[config.mk]
export PLATFORM = sky130hd
export DESIGN_NAME = booth_r4_seq_mul
export DESIGN_NICKNAME = d
export VERILOG_FILES = /design/src/rtl/booth_r4_seq_mul.sv
export SDC_FILE = /design/constraint.sdc
export NUM_CORES = 1
export LEC_CHECK = 0
export BUFFER_PORTS_ARGS = -buffer_cell sky130_fd_sc_hd__buf_2
export CAP_MARGIN = 20
export CORE_MARGIN = 2
export CORE_UTILIZATION = 49
export CTS_CLUSTER_DIAMETER = 200
export DETAILED_ROUTE_END_ITERATION = 16
export PLACE_DENSITY = 0.66
export SYNTH_ARGS = -nofsm -noshare
export SYNTH_HDL_FRONTEND = slang
export SYNTH_SLANG_ARGS = --single-unit
[constraint.sdc]
create_clock -name clk -period 5.3 [get_ports clk]
set_clock_uncertainty 0.05 [all_clocks]
set_input_delay 1.06 -clock clk [delete_from_list [all_inputs] [get_ports clk]]
set_output_delay 1.06 -clock clk [all_outputs]
set_load 0.02 [all_outputs]
[src/rtl/booth_r4_seq_mul.sv]
// booth_r4_seq_mul: sequential radix-4 Booth signed 32x32 -> 64 multiplier.
// The 66-bit accumulator holds a 34-bit partial product above the scanned operand.
// Each iteration adds 0, +-A or +-2A into the upper part, then shifts the whole accumulator right by 2.
// The result output shows the accumulator's low 64 bits. They are zero in IDLE and form the product in DONE.

module booth_r4_seq_mul (
   input  logic        clk,
   input  logic        reset,
   input  logic        op_start,
   input  logic        op_clear,
   input  logic [31:0] multiplier,
   input  logic [31:0] multiplicand,
   output logic [63:0] result,
   output logic        op_busy,
   output logic        op_done
);

   localparam int unsigned OP_W      = 32;
   localparam int unsigned HI_W      = OP_W + 2;
   localparam int unsigned ACC_W     = HI_W + OP_W;
   localparam int unsigned PROD_W    = 2 * OP_W;
   localparam int unsigned CNT_W     = 4;
   localparam int unsigned LAST_ITER = 15;

   typedef enum logic [1:0] {
      IDLE  = 2'd0,
      ADD   = 2'd1,
      SHIFT = 2'd2,
      DONE  = 2'd3
   } state_t;

   state_t             state;
   logic [ACC_W-1:0]   acc;
   logic [OP_W-1:0]    a_reg;
   logic               x_before;
   logic [CNT_W-1:0]   count;

   logic [HI_W-1:0]    a_ext_c;
   logic [HI_W-1:0]    booth_sel_c;
   logic [HI_W-1:0]    hi_sum_c;
   logic [ACC_W-1:0]   acc_shift_c;

   // Booth digit selection from {b1, b0, x_before}, partial-sum add and arithmetic shift
   always_comb begin
      a_ext_c     = {{2{a_reg[OP_W-1]}}, a_reg};
      booth_sel_c = '0;
      case ({acc[1], acc[0], x_before})
         3'b001, 3'b010: booth_sel_c = a_ext_c;
         3'b011:         booth_sel_c = {a_ext_c[HI_W-2:0], 1'b0};
         3'b100:         booth_sel_c = HI_W'(-{a_ext_c[HI_W-2:0], 1'b0});
         3'b101, 3'b110: booth_sel_c = HI_W'(-a_ext_c);
         default:        booth_sel_c = '0;
      endcase
      hi_sum_c    = HI_W'(acc[ACC_W-1:OP_W] + booth_sel_c);
      acc_shift_c = {{2{acc[ACC_W-1]}}, acc[ACC_W-1:2]};
   end

   // Control FSM plus datapath registers. op_clear has priority over everything except reset.
   always_ff @(posedge clk or posedge reset) begin
      if (reset) begin
         state    <= IDLE;
         acc      <= '0;
         a_reg    <= '0;
         x_before <= 1'b0;
         count    <= '0;
         op_busy  <= 1'b0;
         op_done  <= 1'b0;
      end else if (op_clear) begin
         state    <= IDLE;
         acc      <= '0;
         x_before <= 1'b0;
         count    <= '0;
         op_busy  <= 1'b0;
         op_done  <= 1'b0;
      end else begin
         case (state)
            IDLE: begin
               if (op_start) begin
                  a_reg    <= multiplier;
                  acc      <= {HI_W'(0), multiplicand};
                  x_before <= 1'b0;
                  count    <= '0;
                  op_busy  <= 1'b1;
                  state    <= ADD;
               end
            end
            ADD: begin
               acc[ACC_W-1:OP_W] <= hi_sum_c;
               state             <= SHIFT;
            end
            SHIFT: begin
               acc      <= acc_shift_c;
               x_before <= acc[1];
               count    <= count + CNT_W'(1);
               if (count == CNT_W'(LAST_ITER)) begin
                  op_busy <= 1'b0;
                  op_done <= 1'b1;
                  state   <= DONE;
               end else begin
                  state   <= ADD;
               end
            end
            DONE: begin
               state <= DONE;
            end
            default: begin
               state <= IDLE;
            end
         endcase
      end
   end

   // Result taps the registered accumulator. It is zero whenever the FSM is in IDLE.
   assign result = acc[PROD_W-1:0];

endmodule

==> load_flow_metrics.sql, run 1 <==
INSERT INTO impl_metrics (metric_group, metric, value, unit) VALUES
('grt', 'met3_usage_in_global_routing', '3.76', '%'),
('worst_setup_path', 'critical_path.endpoint_type', 'flip-flop', ''),
('timing', 'fmaxAchievable', '0.208', 'GHz'),
('timing', 'rel_slew_slack', '34.3', '%'),
('clocking', 'cts_setup_buffers', '0', ''),
('synth', 'post_synth_num_cell_types', '77', ''),
('flow_run', 'drv_cap', '0', ''),
('synth', 'synth_area', '0.00892', 'mm^2'),
('synth', 'post-synth-top-count-cell', 'dfrtp_1', ''),
('power', 'worst_ir_drop_vdd', '0.177', 'mV'),
('grt', 'grt_overflow_total', '0', ''),
('grt', 'top_usage_layer', 'met2', ''),
('worst_setup_path', 'rr_endpoint', 'acc[61]', ''),
('timing', 'final_hold_violation_count', '0', ''),
('grt', 'groute.layer.met1.usage', '35.2', '%'),
('worst_setup_path', 'worstSetupStartpoint', 'a_reg[2]', ''),
('placed_design', 'place.gp.congestion', '0.894', ''),
('floorplanning', 'fp.coreArea', '0.0179', 'mm^2'),
('hold_path', 'hold_path_class', 'reg -> reg', ''),
('clocking', 'h_tree_levels', '3', ''),
('final_layout', 'final_layout_size_suffix_gt1_share', '21.2', '%'),
('clocking', 'clk_path_buf_depth', '2', ''),
('synth', 'ys.flop_type', 'dfrtp_1', ''),
('worst_setup_path', 'cp-endpoint', 'acc[61]', ''),
('synth', 'netlist.top_cell.by_area', 'dfrtp_1', ''),
('grt', 'grt_util_all_layers', '23.4', '%'),
('synth', 'synth_seq_area_share', '30.0', '%'),
('synth', 'yosys-top-cells-count', 'dfrtp_1, nand2_1, nor2_1', ''),
('final_layout', 'nNetsFinal', '1162', ''),
('clocking', 'clock-sinks', '107', ''),
('timing', 'worst_slack', '0.485', 'ns'),
('floorplanning', 'die_width', '139', 'um'),
('timing', 'rsz0062_at_grt', 'no', ''),
('floorplanning', 'initial_core_util', '49.8', '%'),
('detailed_routing', 'drtIter0Drc', '650', ''),
('power', 'pwr-share-comb', '38.8', '%'),
('worst_setup_path', 'kind_of_critical_path', 'reg -> reg', ''),
('final_layout', 'max_reg_flops', '66', ''),
('grt', 'grt_max_degree', '71', ''),
('clocking', 'ctsHoldBuffers', '0', ''),
('placed_design', 'buffer_ports.inserted', '133', ''),
('timing', 'post-route-min-period', '4.81', 'ns'),
('detailed_routing', 'route.antenna.remaining_nets', '0', ''),
('floorplanning', 'die-area', '0.0193', 'mm^2'),
('synth', 'syn-num-nets', '1145', ''),
('worst_setup_path', 'worst-r2r-cell-count', '18', ''),
('clocking', 'total_clock_buffers_created_by_cts', '9', ''),
('worst_setup_path', 'worstPathMaxFanout', '7', ''),
('worst_setup_path', 'start_kind', 'flip-flop', ''),
('synth', 'synth_async_sr_flop_share', '100', '%'),
('synth', 'synth_area_leaders', 'dfrtp_1, buf_4, ha_1', ''),
('grt', 'global_route_wire_length_before_repair', '37300', 'um'),
('power', 'pwr_density_cell', '326', 'mW/mm^2'),
('synth', 'postSynthRegisterBits', '107', ''),
('placed_design', 'dp.final_hpwl', '16700', 'um'),
('clocking', 'postCtsResizedCells', '0', ''),
('power', 'power_report.internal_total', '1.78', 'mW'),
('clocking', 'clk_transition_reported_paths', '0.08', 'ns'),
('clocking', 'clock_insertion_delay_worst_skew', '0.37', 'ns'),
('timing', 'post-route-period-util', '90.8', '%'),
('final_layout', 'insertedDiodeCount', '0', ''),
('clocking', 'tritoncts', 'yes', ''),
('worst_setup_path', 'worst-endpoint-required', '5.47', 'ns'),
('outcome', 'run_status', 'complete, no violations', ''),
('grt', 'number_of_global_route_vias_before_repair', '6946', ''),
('timing', 'fin_worst_hold_slack', '0.473', 'ns'),
('synth', 'post_synth.cell_area_avg', '8.60', 'um^2'),
('power', 'seqPwrFrac', '38.6', '%'),
('timing', 'setup_viol', '0', ''),
('synth', 'synthesized_instance_count', '1037', ''),
('timing', 'setup-tns-final', '0', 'ns');
-- per-layer routing --
layer	vias to the layer above	wire length [um]
li1	3759	-
met1	3688	10900
met2	230	10200
met3	25	1300
met4	0	270
met5	-	0
-- worst min path at each step --
stage,from,to,cells past startpoint
after detailed placement,op_done,op_done,2
after CTS,op_done,op_done,2
after floorplan,acc[32],acc[32],2
after global routing,op_done,op_done,2
final,op_done,op_done,2
after global placement,op_done,op_done,2
-- stage by stage --
stage | util, % | power [mW] | std cells | instance area, um^2
3_3_place_gp | 51.0 | 2.36 | 1272 | 9120
5_1_grt | 52.6 | 3.27 | 1288 | 9430
4_1_cts | 52.6 | 3.08 | 1288 | 9430
2_1_floorplan | - | 2.17 | 1037 | 8920
6_report | 52.6 | 3.07 | 1288 | 9430
3_5_place_dp | 51.0 | 2.38 | 1272 | 9120
-- layout make-up --
type / instances / area [um^2] / area share (%)
Tap cell: 229 / 287 / 3.04
Multi-Input combinational cell: 771 / 5320 / 56.4
Clock buffer: 9 / 225 / 2.39
Inverter: 19 / 73.8 / 0.783
Clock inverter: 7 / 78.8 / 0.836
Timing Repair Buffer: 146 / 763 / 8.10
Sequential cell: 107 / 2680 / 28.4
-- power by group through the flow --
stage	Clock (mW)	Sequential (mW)	Combinational, mW
after global placement	0	1.19	1.17
after floorplan	0	1.04	1.13
after global routing	0.746	1.21	1.32
after CTS	0.713	1.18	1.18
final	0.695	1.18	1.19
after detailed placement	0	1.20	1.18
-- cell usage in the layout (no fill, tap or decap), types with 10 or more instances in the layout --
| master | n |
|---|---|
| mux2i_1 | 40 |
| a31oi_1 | 18 |
| mux2_2 | 32 |
| buf_2 | 133 |
| nor2_1 | 84 |
| nor3_1 | 17 |
| ha_1 | 38 |
| a22oi_1 | 39 |
| nand2_1 | 89 |
| dfrtp_1 | 106 |
| buf_4 | 13 |
| nand4_1 | 12 |
| xor2_1 | 32 |
| xnor2_1 | 43 |
| a221oi_1 | 20 |
| a211oi_1 | 43 |
| nand2b_1 | 11 |
| nand3_1 | 13 |
| inv_1 | 17 |
| a21o_1 | 10 |
| a21oi_1 | 61 |
| o21ai_0 | 72 |
-- logic make-up (layout without fill, tap and decap cells) --
kind of cell / count (synthesis) / count (layout) / synth area share (%)
buffers and inverters: 159 / 181 / 10.6
and+or+nand+nor: 277 / 277 / 15.1
muxes: 72 / 72 / 8.53
AOI/OAI and AO/OA: 307 / 307 / 22.7
DFF: 107 / 107 / 30.0
adders and majority gates: 40 / 40 / 5.69
xor gates and xnor gates: 75 / 75 / 7.36
-- worst max-delay path: stages, from the launching register on --
cell and delay, ns:
dfrtp_1 0.48, nor3_2 0.38, nand3_2 0.25, or3_1 0.42
nor3_1 0.24, nand2b_1 0.16, xnor2_1 0.09, a221oi_1 0.30
a31oi_1 0.10, ha_1 0.38, o21ai_0 0.23, o21ai_0 0.16
a31oi_1 0.20, o21bai_1 0.10, a311oi_1 0.44, o21a_1 0.28
o21ba_2 0.19, xor2_1 0.16, o21ai_1 0.07
Power figures use the tool's default switching activity.
==> run 2, diff against run 1 <==
--- a/config.mk
+++ b/config.mk
@@ -8,10 +8,9 @@
 export BUFFER_PORTS_ARGS = -buffer_cell sky130_fd_sc_hd__buf_2
 export CAP_MARGIN = 20
 export CORE_MARGIN = 2
-export CORE_UTILIZATION = 49
-export CTS_CLUSTER_DIAMETER = 200
+export CORE_UTILIZATION = 53
 export DETAILED_ROUTE_END_ITERATION = 16
-export PLACE_DENSITY = 0.66
+export PLACE_DENSITY = 0.74
 export SYNTH_ARGS = -nofsm -noshare
 export SYNTH_HDL_FRONTEND = slang
 export SYNTH_SLANG_ARGS = --single-unit
==> constraint.sdc (replaced) <==
create_clock -name clk -period 4 [get_ports clk]
set_clock_uncertainty 0.05 [all_clocks]
set_input_delay 0.8 -clock clk [delete_from_list [all_inputs] [get_ports clk]]
set_output_delay 0.8 -clock clk [all_outputs]
set_load 0.02 [all_outputs]
==> run 2 against run 1 <==
Effect of this change: via count increased by 8.6%; fmax up 21%; clock-buffer cell count did not move; setup slack lost 0.46 ns; combinational power is 88% higher; global-route usage rose by 3.9 points; flip-flop and latch count unchanged; non-clock buffer count increased by 130; sequential share of layout area is 3.7 points lower.
==> load_flow_metrics.sql, run 2 (synthesis results as in run 1) <==
INSERT INTO impl_metrics (metric_group, metric, value, unit) VALUES
('outcome', 'run_status', 'complete, no violations', ''),
('final_layout', 'combined_area_of_the_multi_input_logic_cells', '0.00571', 'mm^2'),
('final_layout', 'area.growth.synth_to_final', '21.4', '%'),
('floorplanning', 'boundaryPins', '134', ''),
('flow_run', 'drv_cap', '0', ''),
('detailed_routing', 'drtIter0Drc', '737', ''),
('placed_design', 'dp.final_hpwl', '18200', 'um'),
('grt', 'grt_util_all_layers', '27.3', '%'),
('worst_setup_path', 'worst-endpoint-required', '4.18', 'ns'),
('clocking', 'total_clock_buffers_created_by_cts', '9', ''),
('final_layout', 'final_layout_size_suffix_gt1_share', '34.8', '%'),
('worst_setup_path', 'kind_of_critical_path', 'reg -> reg', ''),
('timing', 'fmaxAchievable', '0.252', 'GHz'),
('clocking', 'ctsHoldBuffers', '0', ''),
('power', 'seqPwrFrac', '31.3', '%'),
('power', 'sw_share', '41.8', '%'),
('hold_path', 'holdCritStartpoint', 'op_done', ''),
('clocking', 'clock_tree.root_cell', 'clkbuf_16', ''),
('power', 'pwr-share-comb', '48.3', '%'),
('clocking', 'clock_insertion_delay_worst_skew', '0.37', 'ns'),
('final_layout', 'final-seq-area', '0.00268', 'mm^2'),
('grt', 'global_route_wire_length_before_repair', '39500', 'um'),
('grt', 'number_of_global_route_vias_before_repair', '7879', ''),
('grt', 'grt_overflow_total', '0', ''),
('detailed_routing', 'avgViaCountPerCell', '5.94', ''),
('timing', 'final_hold_violation_count', '0', ''),
('power', 'cellLeakagePower', '4.87', 'nW'),
('floorplanning', 'fp.coreArea', '0.0165', 'mm^2'),
('worst_setup_path', 'worstPathMaxFanout', '6', ''),
('worst_setup_path', 'worst-r2r-cell-count', '21', ''),
('power', 'worst_ir_drop_vdd', '0.270', 'mV'),
('timing', 'maxSlewViolCount', '0', ''),
('worst_setup_path', 'critical_path.endpoint_type', 'flip-flop', ''),
('detailed_routing', 'detail_route.first_pass.iterations', '6', ''),
('timing', 'worst_slack', '0.0255', 'ns'),
('grt', 'antenna_found_initial', '0', ''),
('hold_path', 'worst_hold_path.num_cells', '2', ''),
('worst_setup_path', 'start_kind', 'flip-flop', ''),
('hold_path', 'hold_path_end', 'op_done', ''),
('floorplanning', 'die_width', '134', 'um'),
('floorplanning', 'fp-row-count', '47', ''),
('grt', 'grt_max_degree', '53', ''),
('power', 'power_report.internal_total', '2.70', 'mW'),
('power', 'power.clock.fraction', '20.5', '%'),
('final_layout', 'insertedDiodeCount', '0', ''),
('clocking', 'clk_transition_reported_paths', '0.08', 'ns'),
('timing', 'fin_worst_hold_slack', '0.463', 'ns'),
('timing', 'setup_viol', '0', ''),
('clocking', 'tritoncts', 'yes', ''),
('clocking', 'h_tree_levels', '3', ''),
('detailed_routing', 'wl_per_cell', '18.2', 'um'),
('placed_design', 'place_area', '0.00999', 'mm^2'),
('timing', 'worst_slew_pin_slew', '0.925', 'ns'),
('final_layout', 'max_reg_flops', '66', ''),
('detailed_routing', 'drc', '0', ''),
('timing', 'rsz0062_at_grt', 'yes', ''),
('floorplanning', 'die-area', '0.0179', 'mm^2'),
('hold_path', 'hold_path_class', 'reg -> reg', ''),
('timing', 'post-route-min-period', '3.97', 'ns'),
('detailed_routing', 'wirelength', '25600', 'um'),
('worst_setup_path', 'regToRegStartpoint', 'a_reg[2]', ''),
('worst_setup_path', 'worstPathArrival', '4.16', 'ns'),
('detailed_routing', 'vias', '8363', ''),
('final_layout', 'number_of_fillers_in_the_final_layout', '1346', ''),
('placed_design', 'dp_worst_setup_slack', '-0.176', 'ns'),
('timing', 'post-route-period-util', '99.4', '%'),
('placed_design', 'buffer_ports.inserted', '133', ''),
('final_layout', 'final_core_utilization', '65.6', '%'),
('placed_design', 'place.gp.congestion', '0.979', ''),
('power', 'pwr_density_cell', '428', 'mW/mm^2'),
('detailed_routing', 'route.antenna.remaining_nets', '0', ''),
('timing', 'rel_slew_slack', '38.1', '%'),
('floorplanning', 'initial_core_util', '54.0', '%'),
('final_layout', 'layout_commonest_cell', 'buf_4', ''),
('worst_setup_path', 'setup.reg_to_reg.worst_slack', '0.03', 'ns'),
('final_layout', 'nNetsFinal', '1292', ''),
('clocking', 'clock-sinks', '107', ''),
('floorplanning', 'die_ht', '134', 'um'),
('final_layout', 'fin_area', '0.0108', 'mm^2'),
('power', 'net-switching-power', '1.94', 'mW'),
('worst_setup_path', 'rr_endpoint', 'acc[65]', ''),
('clocking', 'clk_path_buf_depth', '2', ''),
('final_layout', 'layout_common_cells', 'buf_4, buf_2, dfrtp_1', '');
## run 2: cell count changes in the layout (fill, tap and decap cells not counted), moves of 5 or more
cell	change
nor3_1	-5
o21ai_1	+12
a21oi_1	-9
o21ai_0	-14
a221oi_2	+6
a21oi_2	+9
ha_4	+5
a221oi_1	-6
ha_1	-8
buf_4	+125
## run 2: repair_timing
action / CTS / global route
pin swaps: 6 / 31
buffers inserted: 6 / 14
gates resized for setup: 15 / 71
setup endpoints to repair: 11 / 20
hold endpoints to repair: 0 / 0
## run 2: stage by stage
step           power [mW]  std cells  TNS, ns
6_report             4.63       1409        0
2_1_floorplan        2.88       1037        0
3_3_place_gp         3.45       1373  -0.0719
4_1_cts              4.46       1395        0
3_5_place_dp         3.49       1373    -1.10
5_1_grt              4.88       1409    -1.78
## run 2: layout make-up
cell class / instances / area share [%]
tap: 220 / 2.54
timing repair buffer: 276 / 16.4
clock buffer: 9 / 2.08
inverter: 19 / 0.681
clock inverter: 7 / 0.808
sequential: 107 / 24.8
multi-input combinational: 771 / 52.7
## run 2: power by group through the flow
stage,sequential (mW),clock [mW],combinational [mW]
CTS,1.44,0.959,2.07
floorplan,1.39,0,1.50
global placement,1.45,0,2.00
finish,1.45,0.949,2.24
detailed placement,1.45,0,2.03
global route,1.47,0.994,2.42
## run 2: worst max-delay path, cell delays in order (launching register included)
cell,delay (ns)
dfrtp_1,0.41
buf_4,0.17
nand2b_1,0.16
nor2b_2,0.17
nand3_2,0.11
nor3_2,0.14
buf_4,0.14
xnor2_1,0.05
a221oi_1,0.28
a31oi_1,0.11
buf_4,0.20
ha_1,0.34
nor2_1,0.12
o21bai_1,0.08
a31oi_1,0.24
o21bai_2,0.13
a311oi_4,0.25
o21a_1,0.21
buf_4,0.14
nor2_4,0.04
mux2i_1,0.16
nand4_1,0.13
## run 2: how the worst max path moves through the flow
stage,slack (ns),from,end,cells after the start
detailed placement,-0.18,a_reg[1],acc[65],21
global placement,-0.03,a_reg[1],acc[63],20
finish,0.03,a_reg[2],acc[65],21
global route,-0.20,a_reg[1],acc[65],22
floorplan,0.01,a_reg[8],acc[63],19
CTS,0.002,a_reg[6],acc[62],21
## run 2: routing by layer
| layer | vias up | global-route usage (%) | part of all wire, % |
|---|---|---|---|
| met2 | 377 | 43.1 | 47 |
| li1 | 3989 | - | - |
| met5 | - | 0 | 0 |
| met1 | 3946 | 37.6 | 43 |
| met4 | 0 | 10.5 | 2.7 |
| met3 | 51 | 4.49 | 6.9 |
==> run 3, diff against run 2 <==
--- a/config.mk
+++ b/config.mk
@@ -7,10 +7,10 @@
 export LEC_CHECK = 0
 export BUFFER_PORTS_ARGS = -buffer_cell sky130_fd_sc_hd__buf_2
 export CAP_MARGIN = 20
-export CORE_MARGIN = 2
-export CORE_UTILIZATION = 53
+export CORE_MARGIN = 5
+export CORE_UTILIZATION = 59
 export DETAILED_ROUTE_END_ITERATION = 16
-export PLACE_DENSITY = 0.74
+export PLACE_DENSITY = 0.78
 export SYNTH_ARGS = -nofsm -noshare
 export SYNTH_HDL_FRONTEND = slang
 export SYNTH_SLANG_ARGS = --single-unit
==> constraint.sdc (replaced) <==
create_clock -name clk -period 4.25 [get_ports clk]
set_clock_uncertainty 0.05 [all_clocks]
set_input_delay 0.85 -clock clk [delete_from_list [all_inputs] [get_ports clk]]
set_output_delay 0.85 -clock clk [all_outputs]
set_load 0.02 [all_outputs]
==> run 3 against run 2 <==
Effect of this change: core utilization rose by 1.9 points; first-iteration DRC count rose by 44%; via count fell by 1.6%; setup slack improved by 0.13 ns; sequential share of layout area rose by 1.7 points; cell count fell by 7.1%.
==> load_flow_metrics.sql, run 3 (synthesis results as in run 1) <==
INSERT INTO impl_metrics (metric_group, metric, value, unit) VALUES
('outcome', 'run_status', 'complete, no violations', ''),
('grt', 'grt_overflow_total', '0', ''),
('timing', 'worst_slew_pin_slew', '0.888', 'ns'),
('detailed_routing', 'drc', '0', ''),
('worst_setup_path', 'critical_path.endpoint_type', 'flip-flop', ''),
('detailed_routing', 'vias', '8231', ''),
('grt', 'grt_util_all_layers', '26.5', '%'),
('timing', 'rel_slew_slack', '40.7', '%'),
('floorplanning', 'die-area', '0.0177', 'mm^2'),
('worst_setup_path', 'worst-endpoint-required', '4.45', 'ns'),
('timing', 'final_hold_violation_count', '0', ''),
('timing', 'setup_viol', '0', ''),
('timing', 'post-route-min-period', '4.09', 'ns'),
('floorplanning', 'die_width', '133', 'um'),
('worst_setup_path', 'rr_endpoint', 'acc[65]', ''),
('placed_design', 'dp_worst_setup_slack', '-0.117', 'ns'),
('final_layout', 'area.growth.synth_to_final', '13.7', '%'),
('worst_setup_path', 'kind_of_critical_path', 'reg -> reg', ''),
('detailed_routing', 'wl_per_cell', '18.3', 'um'),
('clocking', 'total_clock_buffers_created_by_cts', '9', ''),
('flow_run', 'drv_cap', '0', ''),
('floorplanning', 'boundaryPins', '134', ''),
('floorplanning', 'fp-row-count', '45', ''),
('floorplanning', 'fp.coreArea', '0.0150', 'mm^2'),
('final_layout', 'layout_commonest_cell', 'buf_2', ''),
('timing', 'fmaxAchievable', '0.244', 'GHz'),
('worst_setup_path', 'worstPathMaxFanout', '5', ''),
('floorplanning', 'die_ht', '133', 'um'),
('placed_design', 'dp.final_hpwl', '17100', 'um'),
('worst_setup_path', 'worst-r2r-cell-count', '20', ''),
('clocking', 'h_tree_levels', '3', ''),
('power', 'pwr_density_cell', '414', 'mW/mm^2'),
('final_layout', 'nNetsFinal', '1224', ''),
('detailed_routing', 'route.antenna.remaining_nets', '0', ''),
('detailed_routing', 'drtIter0Drc', '1060', ''),
('final_layout', 'max_reg_flops', '66', ''),
('power', 'cellLeakagePower', '4.54', 'nW'),
('power', 'worst_ir_drop_vdd', '0.240', 'mV'),
('final_layout', 'layout_common_cells', 'buf_2, dfrtp_1, nand2_1', ''),
('detailed_routing', 'detail_route.first_pass.iterations', '5', ''),
('clocking', 'clk_transition_reported_paths', '0.08', 'ns'),
('timing', 'worst_slack', '0.159', 'ns'),
('grt', 'antenna_found_initial', '0', ''),
('worst_setup_path', 'worstPathArrival', '4.29', 'ns'),
('clocking', 'tritoncts', 'yes', ''),
('clocking', 'clock_tree.root_cell', 'clkbuf_16', ''),
('grt', 'grt_max_degree', '84', ''),
('floorplanning', 'initial_core_util', '59.4', '%'),
('timing', 'post-route-period-util', '96.3', '%'),
('detailed_routing', 'wirelength', '24000', 'um'),
('grt', 'number_of_global_route_vias_before_repair', '7625', ''),
('worst_setup_path', 'setup.reg_to_reg.worst_slack', '0.16', 'ns'),
('final_layout', 'finish.cell_count_without_fillers', '1309', ''),
('hold_path', 'hold_path_class', 'in -> async', ''),
('final_layout', 'insertedDiodeCount', '0', ''),
('timing', 'maxSlewViolCount', '0', ''),
('placed_design', 'buffer_ports.inserted', '133', ''),
('clocking', 'clock_insertion_delay_worst_skew', '0.37', 'ns'),
('worst_setup_path', 'start_kind', 'flip-flop', ''),
('final_layout', 'number_of_fillers_in_the_final_layout', '1243', ''),
('clocking', 'clock-sinks', '107', ''),
('final_layout', 'final_layout_size_suffix_gt1_share', '28.5', '%'),
('clocking', 'clk_path_buf_depth', '2', ''),
('grt', 'global_route_wire_length_before_repair', '38800', 'um'),
('detailed_routing', 'avgViaCountPerCell', '6.29', ''),
('placed_design', 'place.gp.congestion', '0.985', ''),
('worst_setup_path', 'regToRegStartpoint', 'a_reg[0]', ''),
('placed_design', 'post-place-cells', '1287', '');
-- run 3: cell types whose count changed in the layout (fill, tap and decap cells not counted), sizes merged --
cell | before | now
buf | 276 | 208
bufinv | 0 | 2
clkinvlp | 1 | 0
inv | 22 | 21
-- run 3: through the flow --
stage / total power, mW / hold WS, ns / cell area (um^2) / setup TNS, ns / utilization (%)
floorplan: 2.71 / 0.450 / 8920 / 0 / -
global placement: 3.07 / 0.449 / 9510 / 0 / 63.3
detailed placement: 3.11 / 0.458 / 9510 / -0.607 / 63.3
CTS: 4.07 / 0.471 / 9870 / 0 / 65.6
global route: 4.44 / 0.460 / 10100 / -0.171 / 67.5
finish: 4.20 / 0.431 / 10100 / 0 / 67.5
-- run 3: report_power, final --
part / total (mW) / leakage [nW] / switching [mW] / internal (mW)
Sequential: 1.41 / 1.38 / 0.235 / 1.17
Clock: 0.953 / 0.165 / 0.424 / 0.529
Combinational: 1.84 / 2.99 / 1.05 / 0.792
Total: 4.20 / 4.54 / 1.71 / 2.50
-- run 3: what timing repair did --
item                       in CTS  in global routing
pin swaps                       0                 18
setup endpoints to repair      12                 15
setup buffers                   0                  5
hold buffers                    0                  0
resized for setup               5                 46
-- run 3: how the worst max path moves through the flow --
stage / end / from / slack, ns
2_1_floorplan: acc[63] / a_reg[2] / 0.09
3_3_place_gp: acc[65] / a_reg[1] / 0.06
3_5_place_dp: acc[63] / a_reg[1] / -0.12
4_1_cts: acc[65] / a_reg[1] / 0.05
5_1_grt: acc[65] / a_reg[10] / -0.07
6_report: acc[65] / a_reg[0] / 0.16
-- run 3: critical path, cell delays in order (launching register included) --
cell      delay, ns
dfrtp_1        0.39
inv_1          0.13
ha_4           0.19
nor4b_4        0.20
buf_4          0.17
nand4_1        0.18
nand2_1        0.14
xnor2_1        0.08
a221oi_1       0.30
a21oi_1        0.16
ha_1           0.42
inv_1          0.07
o21bai_1       0.20
a31oi_1        0.12
o21bai_1       0.22
a311oi_2       0.09
o21a_1         0.25
buf_4          0.15
nor2_1         0.15
mux2i_1        0.21
nand4_1        0.10
-- run 3: layout make-up --
type                       instances  area, um^2  share of cell area [%]
inverter                          19        73.8                   0.728
multi-input combinational        771        5540                    54.6
clock buffer                       9         225                    2.22
clock inverter                     7         110                    1.09
tap                              188         235                    2.32
timing repair buffer             208        1280                    12.6
sequential                       107        2680                    26.4
-- run 3: routing by layer --
| layer | up-vias | routed length, um | GRT usage (%) |
|---|---|---|---|
| met4 | 0 | 485 | 8.31 |
| met3 | 48 | 1510 | 4.07 |
| met1 | 3964 | 10800 | 37.7 |
| met5 | - | 0 | 0 |
| met2 | 336 | 11200 | 41.5 |
| li1 | 3883 | - | - |
